===== config.mk =====
export PLATFORM = sky130hd
export DESIGN_NAME = inst_encoder
export DESIGN_NICKNAME = d
export VERILOG_FILES = /design/src/rtl/legv8_pkg.sv /design/src/rtl/sync_fifo.sv /design/src/rtl/inst_encoder.sv
export SDC_FILE = /design/constraint.sdc
export NUM_CORES = 1
export LEC_CHECK = 0
export BUFFER_PORTS_ARGS = -buffer_cell sky130_fd_sc_hd__buf_2
export CORE_MARGIN = 2
export CORE_UTILIZATION = 50
export CTS_BUF_LIST = sky130_fd_sc_hd__clkbuf_16
export DETAILED_ROUTE_END_ITERATION = 7
export PLACE_DENSITY = 0.7
export SKIP_LAST_GASP = 1
export SYNTH_ARGS = -nofsm -noshare
export SYNTH_HDL_FRONTEND = slang
export SYNTH_HIERARCHICAL = 1
export SYNTH_SLANG_ARGS = --single-unit

===== constraint.sdc =====
create_clock -name clk -period 5.2 [get_ports clk]
set_clock_uncertainty 0.1 [all_clocks]
set_input_delay 0.52 -clock clk [delete_from_list [all_inputs] [get_ports clk]]
set_output_delay 0.52 -clock clk [all_outputs]
set_load 0.1 [all_outputs]

===== src/rtl/legv8_pkg.sv =====
// LEGv8 opcode map shared by the encoder and the main decoder.
// Holds the request op set, 11-bit opcodes and instruction formats.
package legv8_pkg;

  typedef enum logic [2:0] {
    OP_LDUR = 3'd0,
    OP_STUR = 3'd1,
    OP_CBZ  = 3'd2,
    OP_ADD  = 3'd3,
    OP_SUB  = 3'd4,
    OP_AND  = 3'd5,
    OP_ORR  = 3'd6
  } op_e;

  typedef enum logic [1:0] {
    FMT_R,
    FMT_D,
    FMT_CB
  } fmt_e;

  localparam logic [10:0] OPC_ADD  = 11'b10001011000;
  localparam logic [10:0] OPC_SUB  = 11'b11001011000;
  localparam logic [10:0] OPC_AND  = 11'b10001010000;
  localparam logic [10:0] OPC_ORR  = 11'b10101010000;
  localparam logic [10:0] OPC_LDUR = 11'b11111000010;
  localparam logic [10:0] OPC_STUR = 11'b11111000000;
  localparam logic [7:0]  CBZ_PFX  = 8'b10110100;

endpackage


===== src/rtl/sync_fifo.sv =====
// Synchronous FIFO with extra pointer MSB to tell full from empty.
// Head entry is presented directly from storage; zero when empty.
module sync_fifo #(
  parameter int WIDTH = 32,
  parameter int DEPTH = 4
) (
  input  logic             clk,
  input  logic             reset,
  input  logic             clear,
  input  logic             push,
  input  logic             pop,
  input  logic [WIDTH-1:0] wdata,
  output logic [WIDTH-1:0] rdata,
  output logic             full,
  output logic             empty
);

  localparam int IW = $clog2(DEPTH);
  localparam int PW = IW + 1;

  logic [PW-1:0]    wr_q, rd_q;
  logic [WIDTH-1:0] mem_q [DEPTH];
  logic             do_push, do_pop;

  assign empty = (wr_q == rd_q);
  assign full  = (wr_q[PW-1] != rd_q[PW-1]) &&
                 (wr_q[IW-1:0] == rd_q[IW-1:0]);

  assign do_push = push && !full;
  assign do_pop  = pop && !empty;

  assign rdata = empty ? '0 : mem_q[rd_q[IW-1:0]];

  always_ff @(posedge clk or posedge reset) begin
    if (reset) begin
      wr_q <= '0;
      rd_q <= '0;
    end else if (clear) begin
      wr_q <= '0;
      rd_q <= '0;
    end else begin
      if (do_push) wr_q <= wr_q + PW'(1);
      if (do_pop)  rd_q <= rd_q + PW'(1);
    end
  end

  always_ff @(posedge clk or posedge reset) begin
    if (reset) begin
      for (int i = 0; i < DEPTH; i++) mem_q[i] <= '0;
    end else if (!clear && do_push) begin
      mem_q[wr_q[IW-1:0]] <= wdata;
    end
  end

endmodule


===== src/rtl/inst_encoder.sv =====
// Encodes LEGv8 R/D/CB requests and streams them with word addresses
// to the program loader through a small FIFO.
module inst_encoder
  import legv8_pkg::*;
#(
  parameter int DEPTH = 4,
  parameter int AW    = 6
) (
  input  logic          clk,
  input  logic          reset,
  input  logic          clear,
  input  logic          req_valid,
  output logic          req_ready,
  input  logic [2:0]    req_op,
  input  logic [4:0]    req_rd,
  input  logic [4:0]    req_rn,
  input  logic [4:0]    req_rm,
  input  logic [18:0]   req_imm,
  output logic          err,
  output logic          out_valid,
  input  logic          out_ready,
  output logic [31:0]   out_data,
  output logic [AW-1:0] out_addr
);

  op_e         op;
  fmt_e        fmt;
  logic [10:0] opc;
  logic [31:0] word;
  logic        legal;
  logic        accept, push, pop;
  logic        full, empty;
  logic        err_q, err_d;
  logic [AW-1:0] addr_q, addr_d;

  assign op = op_e'(req_op);

  always_comb begin
    fmt   = FMT_R;
    opc   = '0;
    legal = 1'b1;
    unique case (op)
      OP_ADD:  opc = OPC_ADD;
      OP_SUB:  opc = OPC_SUB;
      OP_AND:  opc = OPC_AND;
      OP_ORR:  opc = OPC_ORR;
      OP_LDUR: begin fmt = FMT_D; opc = OPC_LDUR; end
      OP_STUR: begin fmt = FMT_D; opc = OPC_STUR; end
      OP_CBZ:  fmt = FMT_CB;
      default: legal = 1'b0;
    endcase
    // D-type offset must fit a 9-bit signed field
    if (fmt == FMT_D && req_imm[18:8] != {11{req_imm[8]}})
      legal = 1'b0;
  end

  always_comb begin
    word = '0;
    unique case (fmt)
      FMT_R:  word = {opc, req_rm, 6'b0, req_rn, req_rd};
      FMT_D:  word = {opc, req_imm[8:0], 2'b00, req_rn, req_rd};
      FMT_CB: word = {CBZ_PFX, req_imm, req_rd};
      default: word = '0;
    endcase
  end

  assign req_ready = !full;
  assign accept    = req_valid && req_ready;
  assign push      = accept && legal && !clear;
  assign pop       = out_ready && !empty;
  assign err_d     = accept && !legal && !clear;

  always_comb begin
    addr_d = addr_q;
    if (clear)    addr_d = '0;
    else if (pop) addr_d = addr_q + AW'(1);
  end

  always_ff @(posedge clk or posedge reset) begin
    if (reset) begin
      err_q  <= 1'b0;
      addr_q <= '0;
    end else begin
      err_q  <= err_d;
      addr_q <= addr_d;
    end
  end

  sync_fifo #(
    .WIDTH(32),
    .DEPTH(DEPTH)
  ) u_fifo (
    .clk  (clk),
    .reset(reset),
    .clear(clear),
    .push (push),
    .pop  (pop),
    .wdata(word),
    .rdata(out_data),
    .full (full),
    .empty(empty)
  );

  assign err       = err_q;
  assign out_valid = !empty;
  assign out_addr  = addr_q;

endmodule


# Word level (Yosys, flattened, before mapping)
# Index checks and enable logic that the tools add are counted.
totals:
  register_bits: 141
  input_bits: 42
op_classes:
  addsub: 3
  n_lt_le_gt_ge: 3
  n_eq_ne: 12
  muxes: 18
  n_bitwise: 2
  reduce_logical: 23
ops:
  columns: ["op", "n"]
  rows:
  - ["$bwmux 128", 1]
  - ["$mux 32", 4]
  - ["$pmux 32 s3", 1]
  - ["$pmux 11 s6", 1]
  - ["$bmux 32 s2", 1]
  - ["$demux 32 s2", 1]
  - ["$logic_and 1x1->1", 12]
  - ["$mux 3", 4]
  - ["$mux 6", 2]
  - ["$ne 10x10->1", 1]
  - ["$eq 3x3->1 const B", 3]
  - ["$reduce_or 7->1", 1]
  - ["$add 3x1->3 const B", 2]
  - ["$add 6x1->6 const B", 1]
  - ["$eq 3x2->1 const B", 2]
  - ["$ge 3x3->1 const B", 2]
  - ["$not 2->3", 2]
  - ["$reduce_bool 2->1", 3]
  - ["$logic_not 1->1", 4]
  - ["$pmux 2 s2", 1]
  - ["$eq 3x1->1 const B", 1]
  - ["$eq 3x3->1", 1]
  - ["$logic_not 3->1", 1]
  - ["$lt 3x1->1 const B", 1]
  - ["7 further kinds", 8]

# Depth between registers and ports, before layout
depth:
  ltp_word: 11
  depth_mapped: 10
  ltp_nobuf: 8

# Cells and area by module
# The synthesis kept the hierarchy.
by_module_without_submodules:
  columns: ["mod", "instances", "cells_each", "area_per_inst_um2"]
  rows:
  - ["sync_fifo", 1, 405, 6532.5]
  - ["inst_encoder", 1, 104, 779.5]

# Worst setup path after synthesis
# OpenSTA, ideal clock, no wires.
synth_path:
  path_type: "register to output"
  startpoint: "reg u_fifo.wr_q[1]"
  endpoint: "out out_data[11]"
  arrival_time_ps: 2720
  t_required_ps: 4580
  path_slack_ps: 1860
  path_stages_with_launch: 6
  cell_sequence: "dfrtp_1 > buf_2 > xor2_2 > nor3_1 > clkbuf_1 > nor2b_1"
synth_between:
  elab_chain_len: 2
synth_rtl:
  columns: ["element", "line", "rtl"]
  rows:
  - ["start: declaration", "sync_fifo.sv:21", "logic [PW-1:0] wr_q, rd_q;"]
  - ["start signal: assignment", "sync_fifo.sv:42", "if (do_push) wr_q <= wr_q + PW'(1);"]
  - ["$eq 3x3->1", "sync_fifo.sv:25", "assign empty = (wr_q == rd_q);"]
  - ["$mux 32", "sync_fifo.sv:32", "assign rdata = empty ? '0 : mem_q[rd_q[IW-1:0]];"]
  - ["end: declaration", "inst_encoder.sv:22", "output logic [31:0] out_data,"]
# Every way passes these cells.

# Worst setup path after layout
layout_path:
  startpoint: "reg u_fifo.rd_q[2]"
  endpoint: "reg u_fifo/mem_q[24] in the netlist's numbering"
layout_between:
  elab_chain_len: 8
layout_rtl:
  columns: ["element", "line", "rtl"]
  rows:
  - ["start: declaration", "sync_fifo.sv:21", null]
  - ["start signal: assignment", "sync_fifo.sv:43", "if (do_pop) rd_q <= rd_q + PW'(1);"]
  - ["$ne 1x1->1", "sync_fifo.sv:26", "assign full = (wr_q[PW-1] != rd_q[PW-1]) &&"]
  - ["$logic_and 1x1->1", "sync_fifo.sv:26", null]
  - ["named net full", "inst_encoder.sv:32", "logic full, empty;"]
  - ["$logic_not 1->1", "inst_encoder.sv:67", "assign req_ready = !full;"]
  - ["$logic_and 1x1->1", "inst_encoder.sv:68", "assign accept = req_valid && req_ready;"]
  - ["$logic_and 1x1->1 (2 in series)", "inst_encoder.sv:69", "assign push = accept && legal && !clear;"]
  - ["named net push", "inst_encoder.sv:31", "logic accept, push, pop;"]
  - ["$logic_and 1x1->1", "sync_fifo.sv:29", "assign do_push = push && !full;"]
  - ["$logic_and 1x1->1", "sync_fifo.sv:50", "end else if (!clear && do_push) begin"]
  - ["end signal: indexed assignment", "sync_fifo.sv:51", "mem_q[wr_q[IW-1:0]] <= wdata;"]
  - ["end: declaration", "sync_fifo.sv:22", "logic [WIDTH-1:0] mem_q [DEPTH];"]
# The timed path passes the listed nets, and every way through them passes these cells.
# A chain may end at the register's enable or synchronous reset.

==> results_dict.tcl <==
set metrics [dict create \
    status "completed" \
    post_layout_nonfiller_instances 781 \
    syn_area_um2 7310 \
    cts.sinks 141 \
    start_kind "flip-flop" \
    post_cts_resized 0 \
    cts_buffers 17 \
    antenna_left 0 \
    wl_um 16100 \
    avgSynthCellArea_um2 14.4 \
    rr_startpoint "u_fifo/rd_q[2]" \
    path_cells "xnor2_2 -> nor2_1 -> or3b_2 -> a211oi_1 -> nand2_1 -> a311oi_4 -> buf_4 -> mux2_2" \
    viasPerCell 5.84 \
    cp_num_buf_inv 1 \
    synth_top_cell_by_area "dfrtp_1" \
    final_util_pct 58.3 \
    grt_start_max_net_pins 90 \
    slowest_stage "a211oi_1" \
    cts_tree "built" \
    r2r_cells 8 \
    dieArea_um2 15600 \
    ir_drop_mv 0.256 \
    synth_edf_count 0 \
    grt_pass1_vias 4723 \
    antenna_cells 0 \
    startpoint "u_fifo/rd_q[2]" \
    max_freq_mhz 256 \
    clk_pin_slew_ns 0.06 \
    cp_max_fo 32 \
    placed_cells 748 \
    drive_gt1_share_pct 50.4 \
    synthFlopType "dfrtp_1" \
    clockRootBuffer "clkbuf_16" \
    fp-row-count 44 \
    min-delay-path-class "input pin to flip-flop" \
    core-area_um2 14400 \
    synth_area_leaders "dfrtp_1, mux2_2, mux4_2, mux2_4, nor2b_1" \
    hold_buffers 1 \
    synth.net_count 557 \
    portBuffers 82 \
    drt_pass1_iterations 4 \
    p_per_area_nw_per_um2 429 \
    cts_setup_buffers 0 \
    path_depth 8 \
    setup_viol 0 \
    rsz0062_at_grt "no" \
    reg2reg_slack_ns 1.29 \
    area_delta_synth_final_pct 15.0 \
    initial_utilization_pct 50.7 \
    critPathArrivalTime_ns 4.11 \
    vias 4559 \
    synth_top_area_share_pct 48.3 \
    slew_headroom_pct 27.3 \
    crit_path_end_kind "flip-flop" \
    final.min_clock_period_ns 3.91 \
    routedWlPerCell_um 20.7 \
    die_h_um 125 \
    grt_overflow_total 0 \
    die_w_um 125 \
    rr_endpoint "u_fifo/mem_q[24]" \
    synth_seq_cells 141 \
    cap_violations 0 \
    clk_latency_ns 0.42 \
    finalCritPeriodShare_pct 75.2 \
    yosysUniqueCellTypes 54 \
    drcViolationCount 0 \
    htreeDepth 4 \
    crit_path_end "u_fifo/mem_q[24]" \
    first_iter_violations 343 \
    cts_buffer_depth 2 \
    antenna_found_initial 0 \
    drv_slew 0 \
    hold_viol 0 \
    ys_warn_count 6 \
    async_flop_share_pct 100 \
    ys_seq_area_share_pct 48.3 \
    final.setup.tns_ns 0 \
    netlist_instances 509 \
    p_leak_uw 0.00402 \
    hpwl_um 10300 \
    cp.required_ns 5.40 \
    grt_usage_pct 21.7 \
    hold_depth 2 \
    fin_hold_ws_ns 0.273 \
    nNetsFinal 632 \
    ios 83 \
    slowest_delay_ns 0.59 \
    crit_family "compound AO/OA/AOI/OAI gates" \
    critPathKind "flip-flop to flip-flop" \
    grt_pass1_wl_um 26400 \
    tightest_slew_ns 1.09 \
    place_congestion 0.841 \
]
==> sequential cells by signal, indices dropped and copies added (netlist names) <==
register	cells
u_fifo/rd_q	3
u_fifo/mem_q	128
u_fifo/wr_q	3
err	1
out_addr	6
==> layout make-up <==
cell class              count  area, um^2
fillers                  1144        6010
flip-flops and latches    141        3530
multi-input cells         322        3500
repair buffers             92         488
clock buffers              17         425
well taps                 184         230
clock inverters            15         196
inverters                  10        40.0
==> report_power, final <==
group          internal (uW)  total (uW)  switching [uW]  leakage [uW]
Clock                    800        1280             478      0.000289
Sequential              1260        1350            87.0       0.00188
Combinational            361         986             625       0.00184
==> cell families (layout without fill, tap and decap cells) <==
kind of cell | Yosys count | after routing | share of synthesized area (%)
flops | 141 | 141 | 48.3
simple gates | 92 | 92 | 7.34
mux | 167 | 167 | 32.2
compound gates | 48 | 48 | 5.72
buf+inv | 46 | 134 | 3.92
fa+ha+maj | 6 | 6 | 1.03
xor+xnor | 9 | 9 | 1.54
==> layer usage <==
metal | share of wire (%) | GRT usage (%) | vias to the layer above
li1 | - | - | 2030
met4 | 1.9 | 7.45 | 0
met3 | 4.9 | 6.46 | 20
met5 | 0 | 0 | -
met1 | 45 | 29.2 | 2383
met2 | 48 | 34.1 | 126
==> how the worst min path moves through the flow <==
stage                          start                to  slack, ns
floorplan                      reset               err       0.22
global placement    u_fifo/mem_q[51]  u_fifo/mem_q[51]       0.38
detailed placement  u_fifo/mem_q[48]  u_fifo/mem_q[48]       0.39
CTS                        req_rd[0]  u_fifo/mem_q[32]       0.26
global route               req_rd[3]  u_fifo/mem_q[99]       0.26
finish                     req_rd[0]  u_fifo/mem_q[32]       0.27
==> layout by cell type, fill, tap and decap left out, types with 2 or more instances in the layout <==
| master | instances |
|---|---|
| o311ai_4 | 3 |
| mux4_2 | 32 |
| a31oi_1 | 3 |
| inv_1 | 10 |
| clkinv_2 | 2 |
| clkinvlp_4 | 6 |
| nand2_1 | 9 |
| o22a_1 | 5 |
| mux2_4 | 31 |
| mux2i_1 | 2 |
| a21oi_1 | 12 |
| nor3b_1 | 2 |
| o211ai_1 | 2 |
| buf_4 | 9 |
| nor4_1 | 4 |
| or3_1 | 2 |
| o21ai_0 | 4 |
| inv_6 | 2 |
| xor2_1 | 3 |
| xnor2_1 | 3 |
| a211o_1 | 3 |
| dfrtp_1 | 140 |
| a211oi_1 | 3 |
| o2bb2ai_1 | 2 |
| nand3_1 | 4 |
| bufinv_16 | 4 |
| ha_1 | 6 |
| mux2_2 | 102 |
| nor2_1 | 17 |
| nor2b_1 | 27 |
| and3_1 | 2 |
| and2b_1 | 7 |
| buf_2 | 82 |
| nand4_1 | 4 |
| clkbuf_16 | 17 |
| a22o_1 | 4 |
| and2_1 | 4 |
==> stage by stage <==
stage               power, uW  area (um^2)  setup slack (ns)
detailed placement       2350         7780              1.36
global placement         2320         7780              1.48
global route             3760         8410              1.06
floorplan                2170         7310             0.997
finish                   3610         8410              1.29
CTS                      3650         8410              1.23
==> cell usage after synthesis, types with 2 or more instances <==
| master | n |
|---|---|
| a211o_1 | 3 |
| a211oi_1 | 3 |
| a21oi_1 | 12 |
| a22o_1 | 4 |
| a31oi_1 | 3 |
| and2_1 | 4 |
| and2b_1 | 7 |
| and3_1 | 2 |
| buf_1 | 2 |
| buf_2 | 10 |
| buf_6 | 13 |
| clkbuf_1 | 10 |
| dfrtp_1 | 141 |
| ha_1 | 6 |
| inv_1 | 10 |
| mux2_2 | 102 |
| mux2_4 | 31 |
| mux2i_1 | 2 |
| mux4_2 | 32 |
| nand2_1 | 9 |
| nand3_1 | 4 |
| nand4_1 | 4 |
| nor2_1 | 17 |
| nor2b_1 | 27 |
| nor3_1 | 2 |
| nor3b_1 | 2 |
| nor4_1 | 4 |
| o211ai_1 | 2 |
| o21ai_0 | 4 |
| o22a_1 | 5 |
| o2bb2ai_1 | 2 |
| o311ai_4 | 3 |
| or3_1 | 2 |
| xnor2_1 | 3 |
| xor2_1 | 3 |
Note: power is estimated with default switching activity, not from simulation.
